<file path="src/rtl/fight_referee_if.sv">
// Bus between the match referee and the game: player states and boxes in, match status out.
interface fight_referee_if;
   logic        start;
   logic [3:0]  p1_state;
   logic [3:0]  p2_state;
   logic [39:0] p1_basic_box;
   logic [39:0] p1_dir_box;
   logic [39:0] p1_hurt_box;
   logic [39:0] p2_basic_box;
   logic [39:0] p2_dir_box;
   logic [39:0] p2_hurt_box;
   logic [2:0]  gamestate;
   logic [1:0]  p1_hit_flag;
   logic [1:0]  p2_hit_flag;
   logic [2:0]  p1_health;
   logic [2:0]  p2_health;
   logic [2:0]  p1_block;
   logic [2:0]  p2_block;
   logic [1:0]  winner;

   modport master (
      output start, p1_state, p2_state,
             p1_basic_box, p1_dir_box, p1_hurt_box,
             p2_basic_box, p2_dir_box, p2_hurt_box,
      input  gamestate, p1_hit_flag, p2_hit_flag,
             p1_health, p2_health, p1_block, p2_block, winner
   );

   modport slave (
      input  start, p1_state, p2_state,
             p1_basic_box, p1_dir_box, p1_hurt_box,
             p2_basic_box, p2_dir_box, p2_hurt_box,
      output gamestate, p1_hit_flag, p2_hit_flag,
             p1_health, p2_health, p1_block, p2_block, winner
   );
endinterface

</file>
<file path="src/rtl/fight_referee.sv">
// Match referee: sequences menu/countdown/fight/round-over, resolves hitbox overlaps,
// owns health and block counters for both players and declares the winner.
module fight_referee #(
   parameter int unsigned MAX_HEALTH       = 5,
   parameter int unsigned MAX_BLOCK        = 3,
   parameter int unsigned BLOCK_REGEN      = 120,
   parameter int unsigned COUNTDOWN_CYCLES = 180,
   parameter int unsigned ROUND_CYCLES     = 5400,
   parameter int unsigned END_CYCLES       = 240
) (
   input  logic           clk,
   input  logic           rst,
   fight_referee_if.slave bus
);
   localparam int unsigned TIMER_W = 16;
   localparam int unsigned REGEN_W = 8;
   localparam int unsigned CNT_W   = 3;

   localparam logic [2:0] S_MENU       = 3'd0;
   localparam logic [2:0] S_COUNTDOWN  = 3'd1;
   localparam logic [2:0] S_FIGHT      = 3'd2;
   localparam logic [2:0] S_ROUND_OVER = 3'd3;

   localparam logic [3:0] ST_BACK      = 4'd2;
   localparam logic [3:0] ST_BASIC_END = 4'd4;
   localparam logic [3:0] ST_DIR_END   = 4'd7;
   localparam logic [3:0] ST_HITSTUN   = 4'd9;
   localparam logic [3:0] ST_BLOCKSTUN = 4'd10;

   localparam logic [CNT_W-1:0] HP_FULL  = CNT_W'(MAX_HEALTH);
   localparam logic [CNT_W-1:0] BLK_FULL = CNT_W'(MAX_BLOCK);

   // Boxes are {x1,x2,y1,y2}; inclusive unsigned interval overlap on both axes.
   function automatic logic overlap(input logic [39:0] a, input logic [39:0] b);
      return (a[39:30] <= b[29:20]) && (b[39:30] <= a[29:20]) &&
             (a[19:10] <= b[9:0])   && (b[19:10] <= a[9:0]);
   endfunction

   function automatic logic [1:0] hit_kind(input logic [3:0]  att_st,
                                           input logic [39:0] att_basic,
                                           input logic [39:0] att_dir,
                                           input logic        att_lock,
                                           input logic [3:0]  def_st,
                                           input logic [39:0] def_hurt);
      logic [1:0] kind;
      kind = 2'b00;
      if (!att_lock && def_st != ST_HITSTUN && def_st != ST_BLOCKSTUN) begin
         if (att_st == ST_BASIC_END && overlap(att_basic, def_hurt))
            kind = 2'b01;
         else if (att_st == ST_DIR_END && overlap(att_dir, def_hurt))
            kind = 2'b10;
      end
      return kind;
   endfunction

   // Lock survives only while the attacker stays in an active (end) frame.
   function automatic logic next_lock(input logic lock, input logic [3:0] att_st,
                                      input logic issued);
      return issued || (lock && (att_st == ST_BASIC_END || att_st == ST_DIR_END));
   endfunction

   function automatic logic [CNT_W-1:0] next_block(input logic [CNT_W-1:0] blk,
                                                   input logic dec, input logic regen);
      logic [CNT_W-1:0] nb;
      nb = blk;
      if (dec && !regen && blk != '0)
         nb = blk - CNT_W'(1);
      else if (regen && !dec && blk < BLK_FULL)
         nb = blk + CNT_W'(1);
      return nb;
   endfunction

   function automatic logic [CNT_W-1:0] next_health(input logic [CNT_W-1:0] hp,
                                                    input logic take);
      return (take && hp != '0) ? hp - CNT_W'(1) : hp;
   endfunction

   logic [2:0]         gs_q, gs_d;
   logic [TIMER_W-1:0] timer_q, timer_d;
   logic [REGEN_W-1:0] regen_q, regen_d;
   logic [CNT_W-1:0]   p1_hp_q, p1_hp_d, p2_hp_q, p2_hp_d;
   logic [CNT_W-1:0]   p1_blk_q, p1_blk_d, p2_blk_q, p2_blk_d;
   logic               p1_lock_q, p1_lock_d, p2_lock_q, p2_lock_d;
   logic               p1_pend_q, p1_pend_d, p2_pend_q, p2_pend_d;
   logic [1:0]         p1_flag_q, p1_flag_d, p2_flag_q, p2_flag_d;
   logic [1:0]         winner_q, winner_d;

   logic               in_fight, regen_fire, p1_blocked, p2_blocked;
   logic [1:0]         p1_hit, p2_hit;

   // Hits taken this cycle; pX_hit is the hit landed on player X.
   always_comb begin
      in_fight   = (gs_q == S_FIGHT);
      regen_fire = in_fight && (regen_q == REGEN_W'(BLOCK_REGEN - 1));
      p1_hit     = 2'b00;
      p2_hit     = 2'b00;
      if (in_fight) begin
         p1_hit = hit_kind(bus.p2_state, bus.p2_basic_box, bus.p2_dir_box, p2_lock_q,
                           bus.p1_state, bus.p1_hurt_box);
         p2_hit = hit_kind(bus.p1_state, bus.p1_basic_box, bus.p1_dir_box, p1_lock_q,
                           bus.p2_state, bus.p2_hurt_box);
      end
      p1_blocked = (p1_hit != 2'b00) && (bus.p1_state == ST_BACK) && (p1_blk_q != '0);
      p2_blocked = (p2_hit != 2'b00) && (bus.p2_state == ST_BACK) && (p2_blk_q != '0);
   end

   // Next-state and counter updates; block charge is spent one edge late.
   always_comb begin
      gs_d      = gs_q;
      timer_d   = timer_q;
      regen_d   = regen_q;
      winner_d  = winner_q;
      p1_flag_d = p1_hit;
      p2_flag_d = p2_hit;
      p1_pend_d = p1_blocked;
      p2_pend_d = p2_blocked;
      p1_hp_d   = next_health(p1_hp_q, (p1_hit != 2'b00) && !p1_blocked);
      p2_hp_d   = next_health(p2_hp_q, (p2_hit != 2'b00) && !p2_blocked);
      p1_blk_d  = next_block(p1_blk_q, p1_pend_q, regen_fire);
      p2_blk_d  = next_block(p2_blk_q, p2_pend_q, regen_fire);
      p1_lock_d = next_lock(p1_lock_q, bus.p1_state, p2_hit != 2'b00);
      p2_lock_d = next_lock(p2_lock_q, bus.p2_state, p1_hit != 2'b00);

      case (gs_q)
         S_MENU: begin
            if (bus.start) begin
               gs_d      = S_COUNTDOWN;
               timer_d   = '0;
               regen_d   = '0;
               winner_d  = 2'd0;
               p1_hp_d   = HP_FULL;
               p2_hp_d   = HP_FULL;
               p1_blk_d  = BLK_FULL;
               p2_blk_d  = BLK_FULL;
               p1_lock_d = 1'b0;
               p2_lock_d = 1'b0;
               p1_pend_d = 1'b0;
               p2_pend_d = 1'b0;
            end
         end
         S_COUNTDOWN: begin
            if (timer_q == TIMER_W'(COUNTDOWN_CYCLES - 1)) begin
               gs_d    = S_FIGHT;
               timer_d = '0;
            end else begin
               timer_d = timer_q + TIMER_W'(1);
            end
         end
         S_FIGHT: begin
            regen_d = regen_fire ? '0 : regen_q + REGEN_W'(1);
            // KO and timeout share one rule: higher remaining health wins, tie is a draw.
            if (p1_hp_d == '0 || p2_hp_d == '0 || timer_q == TIMER_W'(ROUND_CYCLES - 1)) begin
               gs_d    = S_ROUND_OVER;
               timer_d = '0;
               if (p1_hp_d > p2_hp_d)      winner_d = 2'd1;
               else if (p2_hp_d > p1_hp_d) winner_d = 2'd2;
               else                        winner_d = 2'd3;
            end else begin
               timer_d = timer_q + TIMER_W'(1);
            end
         end
         S_ROUND_OVER: begin
            if (timer_q == TIMER_W'(END_CYCLES - 1)) begin
               gs_d    = S_MENU;
               timer_d = '0;
            end else begin
               timer_d = timer_q + TIMER_W'(1);
            end
         end
         default: begin
            gs_d    = S_MENU;
            timer_d = '0;
         end
      endcase
   end

   always_ff @(posedge clk) begin
      if (rst) begin
         gs_q      <= S_MENU;
         timer_q   <= '0;
         regen_q   <= '0;
         winner_q  <= 2'd0;
         p1_hp_q   <= HP_FULL;
         p2_hp_q   <= HP_FULL;
         p1_blk_q  <= BLK_FULL;
         p2_blk_q  <= BLK_FULL;
         p1_lock_q <= 1'b0;
         p2_lock_q <= 1'b0;
         p1_pend_q <= 1'b0;
         p2_pend_q <= 1'b0;
         p1_flag_q <= 2'b00;
         p2_flag_q <= 2'b00;
      end else begin
         gs_q      <= gs_d;
         timer_q   <= timer_d;
         regen_q   <= regen_d;
         winner_q  <= winner_d;
         p1_hp_q   <= p1_hp_d;
         p2_hp_q   <= p2_hp_d;
         p1_blk_q  <= p1_blk_d;
         p2_blk_q  <= p2_blk_d;
         p1_lock_q <= p1_lock_d;
         p2_lock_q <= p2_lock_d;
         p1_pend_q <= p1_pend_d;
         p2_pend_q <= p2_pend_d;
         p1_flag_q <= p1_flag_d;
         p2_flag_q <= p2_flag_d;
      end
   end

   assign bus.gamestate   = gs_q;
   assign bus.p1_hit_flag = p1_flag_q;
   assign bus.p2_hit_flag = p2_flag_q;
   assign bus.p1_health   = p1_hp_q;
   assign bus.p2_health   = p2_hp_q;
   assign bus.p1_block    = p1_blk_q;
   assign bus.p2_block    = p2_blk_q;
   assign bus.winner      = winner_q;
endmodule

</file>
<file path="src/flat_wrapper.sv">
// flat-port wrapper written by rule: the top's interface ports become plain ports
module fight_referee_flat 
#(
   parameter int unsigned MAX_HEALTH       = 5,
   parameter int unsigned MAX_BLOCK        = 3,
   parameter int unsigned BLOCK_REGEN      = 120,
   parameter int unsigned COUNTDOWN_CYCLES = 180,
   parameter int unsigned ROUND_CYCLES     = 5400,
   parameter int unsigned END_CYCLES       = 240
)
  (clk, rst, bus_start, bus_p1_state, bus_p2_state, bus_p1_basic_box, bus_p1_dir_box, bus_p1_hurt_box, bus_p2_basic_box, bus_p2_dir_box, bus_p2_hurt_box, bus_gamestate, bus_p1_hit_flag, bus_p2_hit_flag, bus_p1_health, bus_p2_health, bus_p1_block, bus_p2_block, bus_winner);
  fight_referee_if bus_i ();
  input  logic clk;
  input  logic rst;
  input wire logic [$bits(bus_i.start)-1:0] bus_start;
  input wire logic [$bits(bus_i.p1_state)-1:0] bus_p1_state;
  input wire logic [$bits(bus_i.p2_state)-1:0] bus_p2_state;
  input wire logic [$bits(bus_i.p1_basic_box)-1:0] bus_p1_basic_box;
  input wire logic [$bits(bus_i.p1_dir_box)-1:0] bus_p1_dir_box;
  input wire logic [$bits(bus_i.p1_hurt_box)-1:0] bus_p1_hurt_box;
  input wire logic [$bits(bus_i.p2_basic_box)-1:0] bus_p2_basic_box;
  input wire logic [$bits(bus_i.p2_dir_box)-1:0] bus_p2_dir_box;
  input wire logic [$bits(bus_i.p2_hurt_box)-1:0] bus_p2_hurt_box;
  output wire logic [$bits(bus_i.gamestate)-1:0] bus_gamestate;
  output wire logic [$bits(bus_i.p1_hit_flag)-1:0] bus_p1_hit_flag;
  output wire logic [$bits(bus_i.p2_hit_flag)-1:0] bus_p2_hit_flag;
  output wire logic [$bits(bus_i.p1_health)-1:0] bus_p1_health;
  output wire logic [$bits(bus_i.p2_health)-1:0] bus_p2_health;
  output wire logic [$bits(bus_i.p1_block)-1:0] bus_p1_block;
  output wire logic [$bits(bus_i.p2_block)-1:0] bus_p2_block;
  output wire logic [$bits(bus_i.winner)-1:0] bus_winner;
  assign bus_i.start = bus_start;
  assign bus_i.p1_state = bus_p1_state;
  assign bus_i.p2_state = bus_p2_state;
  assign bus_i.p1_basic_box = bus_p1_basic_box;
  assign bus_i.p1_dir_box = bus_p1_dir_box;
  assign bus_i.p1_hurt_box = bus_p1_hurt_box;
  assign bus_i.p2_basic_box = bus_p2_basic_box;
  assign bus_i.p2_dir_box = bus_p2_dir_box;
  assign bus_i.p2_hurt_box = bus_p2_hurt_box;
  assign bus_gamestate = bus_i.gamestate;
  assign bus_p1_hit_flag = bus_i.p1_hit_flag;
  assign bus_p2_hit_flag = bus_i.p2_hit_flag;
  assign bus_p1_health = bus_i.p1_health;
  assign bus_p2_health = bus_i.p2_health;
  assign bus_p1_block = bus_i.p1_block;
  assign bus_p2_block = bus_i.p2_block;
  assign bus_winner = bus_i.winner;
  fight_referee #(.MAX_HEALTH(MAX_HEALTH), .MAX_BLOCK(MAX_BLOCK), .BLOCK_REGEN(BLOCK_REGEN), .COUNTDOWN_CYCLES(COUNTDOWN_CYCLES), .ROUND_CYCLES(ROUND_CYCLES), .END_CYCLES(END_CYCLES)) u_core (.clk(clk), .rst(rst), .bus(bus_i));
endmodule
</file>
<file path="config.mk">
export PLATFORM = sky130hd
export DESIGN_NAME = fight_referee_flat
export DESIGN_NICKNAME = d
export VERILOG_FILES = /design/src/rtl/fight_referee_if.sv /design/src/rtl/fight_referee.sv /design/src/flat_wrapper.sv
export SDC_FILE = /design/constraint.sdc
export NUM_CORES = 1
export LEC_CHECK = 0
export ABC_AREA = 1
export ABC_CLOCK_PERIOD_IN_PS = 3800
export CAP_MARGIN = 10
export CORE_MARGIN = 5
export CORE_UTILIZATION = 30
export CTS_CLUSTER_DIAMETER = 80
export CTS_CLUSTER_SIZE = 8
export DETAILED_ROUTE_END_ITERATION = 8
export GPL_TIMING_DRIVEN = 0
export PLACE_DENSITY = 0.61
export SYNTH_ARGS = -nofsm -noshare
export SYNTH_HDL_FRONTEND = slang
export SYNTH_SLANG_ARGS = --single-unit
</file>
<file path="constraint.sdc">
create_clock -name clk -period 3.8 [get_ports clk]
set_input_delay 0.57 -clock clk [delete_from_list [all_inputs] [get_ports clk]]
set_output_delay 0.57 -clock clk [all_outputs]
set_load 0.05 [all_outputs]
</file>
### Yosys cells after proc, flatten, opt, wreduce, memory -nomap -nowiden

Index checks and enable logic that the tools add are counted.

* flip-flop bits (word level): 49
* latch bits: 0
* RAM bits: 0
* ROM bits: 0
* input bits: 251
* output and inout bits: 21
* memories: 0

* add/subtract/negate cells: 8
* $mul: 0
* div/mod/pow operators: 0
* order comparisons: 20
* equal/unequal tests: 21
* shift-type cells: 0
* muxes and demuxes: 48
* bitwise gates (word level): 0
* reductions and logical operators: 65

Operator list (number)
* $le 10x10->1: 16
* $mux 16: 4
* $pmux 16 s4: 1
* $mux 3: 18
* $logic_and 1x1->1: 39
* $eq 16x8->1 const B: 2
* $mux 2: 11
* $add 16x1->16 const B: 1
* $eq 16x13->1 const B: 1
* $eq 4x3->1 const B: 4
* $mux 8: 2
* $ne 4x4->1 const B: 4
* $pmux 8 s2: 1
* $pmux 3 s4: 1
* $reduce_bool 3->1: 4
* $sub 3x1->3 const B: 4
* $logic_not 3->1: 3
* $mux 1: 9
* $add 8x1->8 const B: 1
* $eq 4x2->1 const B: 2
* $eq 8x7->1 const B: 1
* $logic_not 1->1: 7
* $add 3x1->3 const B: 2
* $eq 3x2->1 const B: 2
* 11 further kinds: 22

### Depth between registers and ports, before layout

* depth in word-level cells: 21
* gate-level depth with buffers: 24

### Worst setup path before layout

No wires, ideal clock.

* path kind: input -> register
* start point: in bus_p1_hurt_box[9]
* end point: reg u_core.winner_q[1] (netlist: u_core.bus.winner[1])
* setup time: 0.070 ns
* arrival: 2.689 ns
* setup slack: 1.041 ns
* stages on the path: 21
* cells stage by stage: inv_1 ha_1 nand2_1 nor2_1 nand3_1 nand3_1 nand2_1 nand2_1 inv_1 nand3_1 nand2_1 nand2_1 nand2_1 nand2_1 inv_1 ha_1 a31oi_1 nand2_1 a21oi_1 nand3_1 a21oi_1

* cells in the longest elaborated chain, start to end: 20
* elaborated cells on any way between the ends: 28

RTL lines
* from (decl): line flat_wrapper.sv:20 `input wire logic [$bits(bus_i.p1_hurt_box)-1:0] bus_p1_hurt_box;`
* $le 10x10->1: line fight_referee.sv:36 `(a[19:10] <= b[9:0]) && (b[19:10] <= a[9:0]);`
* $logic_and 1x1->1: line fight_referee.sv:35 `return (a[39:30] <= b[29:20]) && (b[39:30] <= a[29:20]) &&`
* $logic_and 1x1->1: line fight_referee.sv:36
* $logic_and 1x1->1: line fight_referee.sv:50 `else if (att_st == ST_DIR_END && overlap(att_dir, def_hurt))`
* $mux 2: line fight_referee.sv:50
* $mux 2 *: line fight_referee.sv:48 `if (att_st == ST_BASIC_END && overlap(att_basic, def_hurt))`
* $mux 2 *: line fight_referee.sv:47 `if (!att_lock && def_st != ST_HITSTUN && def_st != ST_BLOCKSTUN) begin`
* $mux 2 *: line fight_referee.sv:97 `if (in_fight) begin`
* $reduce_bool 2->1 *: line fight_referee.sv:103, fight_referee.sv:117
* $logic_and 1x1->1 (2 in series): line fight_referee.sv:103 `p1_blocked = (p1_hit != 2'b00) && (bus.p1_state == ST_BACK) && (p1_blk_q != '0);`
* $logic_not 1->1: line fight_referee.sv:117 `p1_hp_d = next_health(p1_hp_q, (p1_hit != 2'b00) && !p1_blocked);`
* $logic_and 1x1->1 *: line fight_referee.sv:117
* $logic_and 1x1->1 *: line fight_referee.sv:75 `return (take && hp != '0) ? hp - CNT_W'(1) : hp;`
* $mux 3 *: line fight_referee.sv:75
* parallel branches: the longest is 5 deep, another holds $gt 3x3->1
* to (signal assigned): line fight_referee.sv:197 `winner_q <= winner_d;`
* to (decl): line fight_referee.sv:86 `logic [1:0] winner_q, winner_d;`

Every way passes the cells marked *. The select of a mux whose other input is x is not followed.
A chain may end at the register's enable or synchronous reset.

### Final worst setup path

Same ends and word-level chain as after synthesis.

==> flow_summary.toml <==
[timing]
setup_tns_ns = 0
timing_hold_violations_final = 0
tightestPinTransition_ns = 0.674
slew_violations = 0
min_period_over_period_pct = 88.7
finClkSkew_ns = 0.00605
grt_setup_unrepaired = "no"
min_period_ns = 3.37
setup_viol = 0
fmax_mhz = 297
relSlewSlack_pct = 55.1

[setup_path]
slowest_delay_ns = 0.45
reg2reg_from = "u_core.bus.gamestate[0]"
crit_buf_inv = 4
crit_fanout = 4
required_ns = 4.01
r2r_slack_ns = 1.02
worstSetupStartpoint = "bus_p1_hurt_box[9]"
reg2reg_depth = 17
path_common_cell = "nand2_1"
arrival_ns = 3.58
path_class = "in -> reg"
r2r-end = "u_core.bus.winner[1]"
crit_chain = "clkdlybuf4s50_1, inv_1, ha_1, nand2_1, nor2_1, nand3_1, nand3_1, nand2_1, nand2_1, inv_1, nand3_1, nand2_1, nand2_1, nand2_1, nand2_1, inv_1, ha_1, a31oi_1, nand2_1, a21oi_1, nand3_1, a21oi_1"
startpoint_type = "input pin"
cp_top_family = "simple AND/OR/NAND/NOR gates"
cp_slowest_cell = "clkdlybuf4s50_1"
cp-end-kind = "flip-flop"

[route]
wl_met1_um = 9320
drt_first_pass_iters = 5
viasPerCell = 4.43
wl_met2_um = 10000
via_count = 7571
drc = 0
wire_per_inst_um = 12.7
top_layer = "met4"
drt-total-wl_um = 21800
dr_wl_met3_um = 2010
ant_nets = 0
drtIter0Drc = 267

[power]
powerDensity_mw_per_mm2 = 207
irDropWorstVdd_v = 0.000244
p_leak_nw = 5.45
finalPower_mw = 2.18

[clocking]
postCtsSetupBuffers = 0
cts_max_level = 2
cts_buffers = 5
cts_tree = "yes"
postCtsHoldBufs = 0
insertion_delay_ns = 0.29
clkTransAtPathRegs_ns = 0.07
cts_buffer_depth = 2
cts_root_buf = "clkbuf_16"
cts_num_sinks = 48
ctsResizeCount = 0

[job]
drv_cap = 0

[yosys]
yosysTopAreaCell = "ha_1"
synth-seq-area-share_pct = 13.3
synth_most_common_cell = "nand2_1"
synth_area_mm2 = 0.00725
synth.area.top_cells = "ha_1, nand2_1, dfxtp_1"
synth_cell_type_count = 38
synth_nets = 1546
synth_area_per_cell_um2 = 6.51
synth_cells = 1114
ys_warn_count = 0
ys_ff_latch = 48
synth_top_area_share_pct = 31.2
synth_ff_type = "dfxtp_1"
synth_edf_count = 0
ys_async_sr_fraction_pct = 0
netlist_top_cells_count = "nand2_1, inv_1, ha_1"

[layout]
layout-drive-gt1-share_pct = 3.24
antenna_cells = 0
postLayoutCellArea_mm2 = 0.0105
area_growth_pct = 44.9
final_nets = 1822

[place]
port_buffers = 269
placed_area_mm2 = 0.0103
place_congestion = 0.824
dp_hpwl_um = 19800

[global_route]
antenna_found_initial = 0
grt_pass1_vias = 7642
groute.usage.overall_pct = 15.8
grt_max_degree = 15
grt_first_pass_wirelength_um = 35300
overflow = 0

[floorplan]
io_pins = 272
die_height_um = 165
fp.dieW_um = 165
coreArea_mm2 = 0.0236
dieArea_mm2 = 0.0274
rows = 56
start_util_pct = 30.7

[worst_hold_path]
min_path_cells = 2
hold_end = "u_core.bus.winner[0]"
min_from = "u_core.bus.winner[0]"
hold_path.class = "reg -> reg"

[status]
status = "completed"
-- metal layers --
metal / vias to the layer above / track usage (%)
li1: 4113 / -
met1: 3232 / 19.0
met2: 206 / 28.0
met3: 20 / 4.69
met4: 0 / 3.00
met5: - / 0
-- kinds of logic after synthesis --
kind of cell	share of synthesized area [%]
buf+inv	13.7
simple gates	29.6
flops	13.3
other cells	0.0517
fa+ha+maj	31.2
compound gates	10.4
xor+xnor	1.81
-- report_power, final --
group	switching (mW)	internal [mW]
Combinational	0.593	0.529
Clock	0.197	0.310
Sequential	0.0236	0.526
Total	0.813	1.36
-- final cells by class --
type	count	area, µm²
Fill cell	2432	13100
Timing Repair Buffer	269	2690
Inverter	248	931
Clock buffer	6	129
Buffer	11	62.6
Multi-Input combinational cell	807	5300
Sequential cell	48	961
Tap cell	319	399
Clock inverter	2	35.0
-- sequential cells by signal, indices dropped and copies added (netlist names) --
signal and count:
u_core.bus.p2_block 3, u_core.bus.gamestate 2, u_core.p2_pend_q 1, u_core.bus.winner 2, u_core.regen_q 8, u_core.bus.p2_hit_flag 2, u_core.p1_pend_q 1, u_core.bus.p1_health 3
u_core.bus.p2_health 3, u_core.bus.p1_hit_flag 2, u_core.bus.p1_block 3, u_core.p2_lock_q 1, u_core.p1_lock_q 1, u_core.timer_q 16
-- stage by stage --
step           cells  setup WS (ns)  util (%)  hold slack [ns]
2_1_floorplan   1114           1.04         -            0.452
3_3_place_gp    1702          0.148      43.8            0.461
3_5_place_dp    1702          0.114      43.8            0.461
4_1_cts         1710          0.406      44.5            0.473
5_1_grt         1710          0.157      44.5            0.498
6_report        1710          0.431      44.5            0.465
-- worst max path at each step --
| stage | end | slack [ns] | cells after the start |
|---|---|---|---|
| global route | u_core.bus.winner[1] | 0.16 | 20 |
| finish | u_core.bus.winner[1] | 0.43 | 22 |
| detailed placement | u_core.bus.winner[1] | 0.11 | 22 |
| CTS | u_core.bus.winner[1] | 0.41 | 22 |
| global placement | u_core.bus.winner[1] | 0.15 | 22 |
| floorplan | u_core.bus.winner[1] | 1.04 | 21 |
-- worst register-to-register path: cells and delay by family (launching register included) --
kind | cells | cell delay, ns
compound gates | 3 | 0.54
fa+ha+maj | 2 | 0.62
buf+inv | 2 | 0.24
flops | 1 | 0.37
simple gates | 10 | 0.95
-- cells in the final DEF, fill, tap and decap left out, types with 2 or more instances in the layout --
| master | count |
|---|---|
| or2_1 | 2 |
| or2_2 | 2 |
| clkbuf_1 | 9 |
| inv_1 | 246 |
| o21ai_0 | 12 |
| nand3_1 | 70 |
| nand2_2 | 5 |
| clkinv_1 | 2 |
| a211oi_1 | 2 |
| nor3_2 | 2 |
| a21oi_1 | 55 |
| nand2_1 | 266 |
| clkbuf_16 | 5 |
| nand3_2 | 10 |
| nor3b_1 | 3 |
| a21o_1 | 12 |
| nor2_1 | 90 |
| clkdlybuf4s50_1 | 269 |
| dfxtp_1 | 48 |
| a31oi_1 | 2 |
| nand4_1 | 23 |
| nor3_1 | 8 |
| o21bai_1 | 13 |
| ha_1 | 181 |
| xor2_1 | 15 |
| o221a_2 | 2 |
| a21oi_2 | 11 |
| o21a_1 | 3 |
| o211ai_1 | 6 |
| nor4_1 | 5 |
Note: power is estimated with default switching activity, not from simulation.
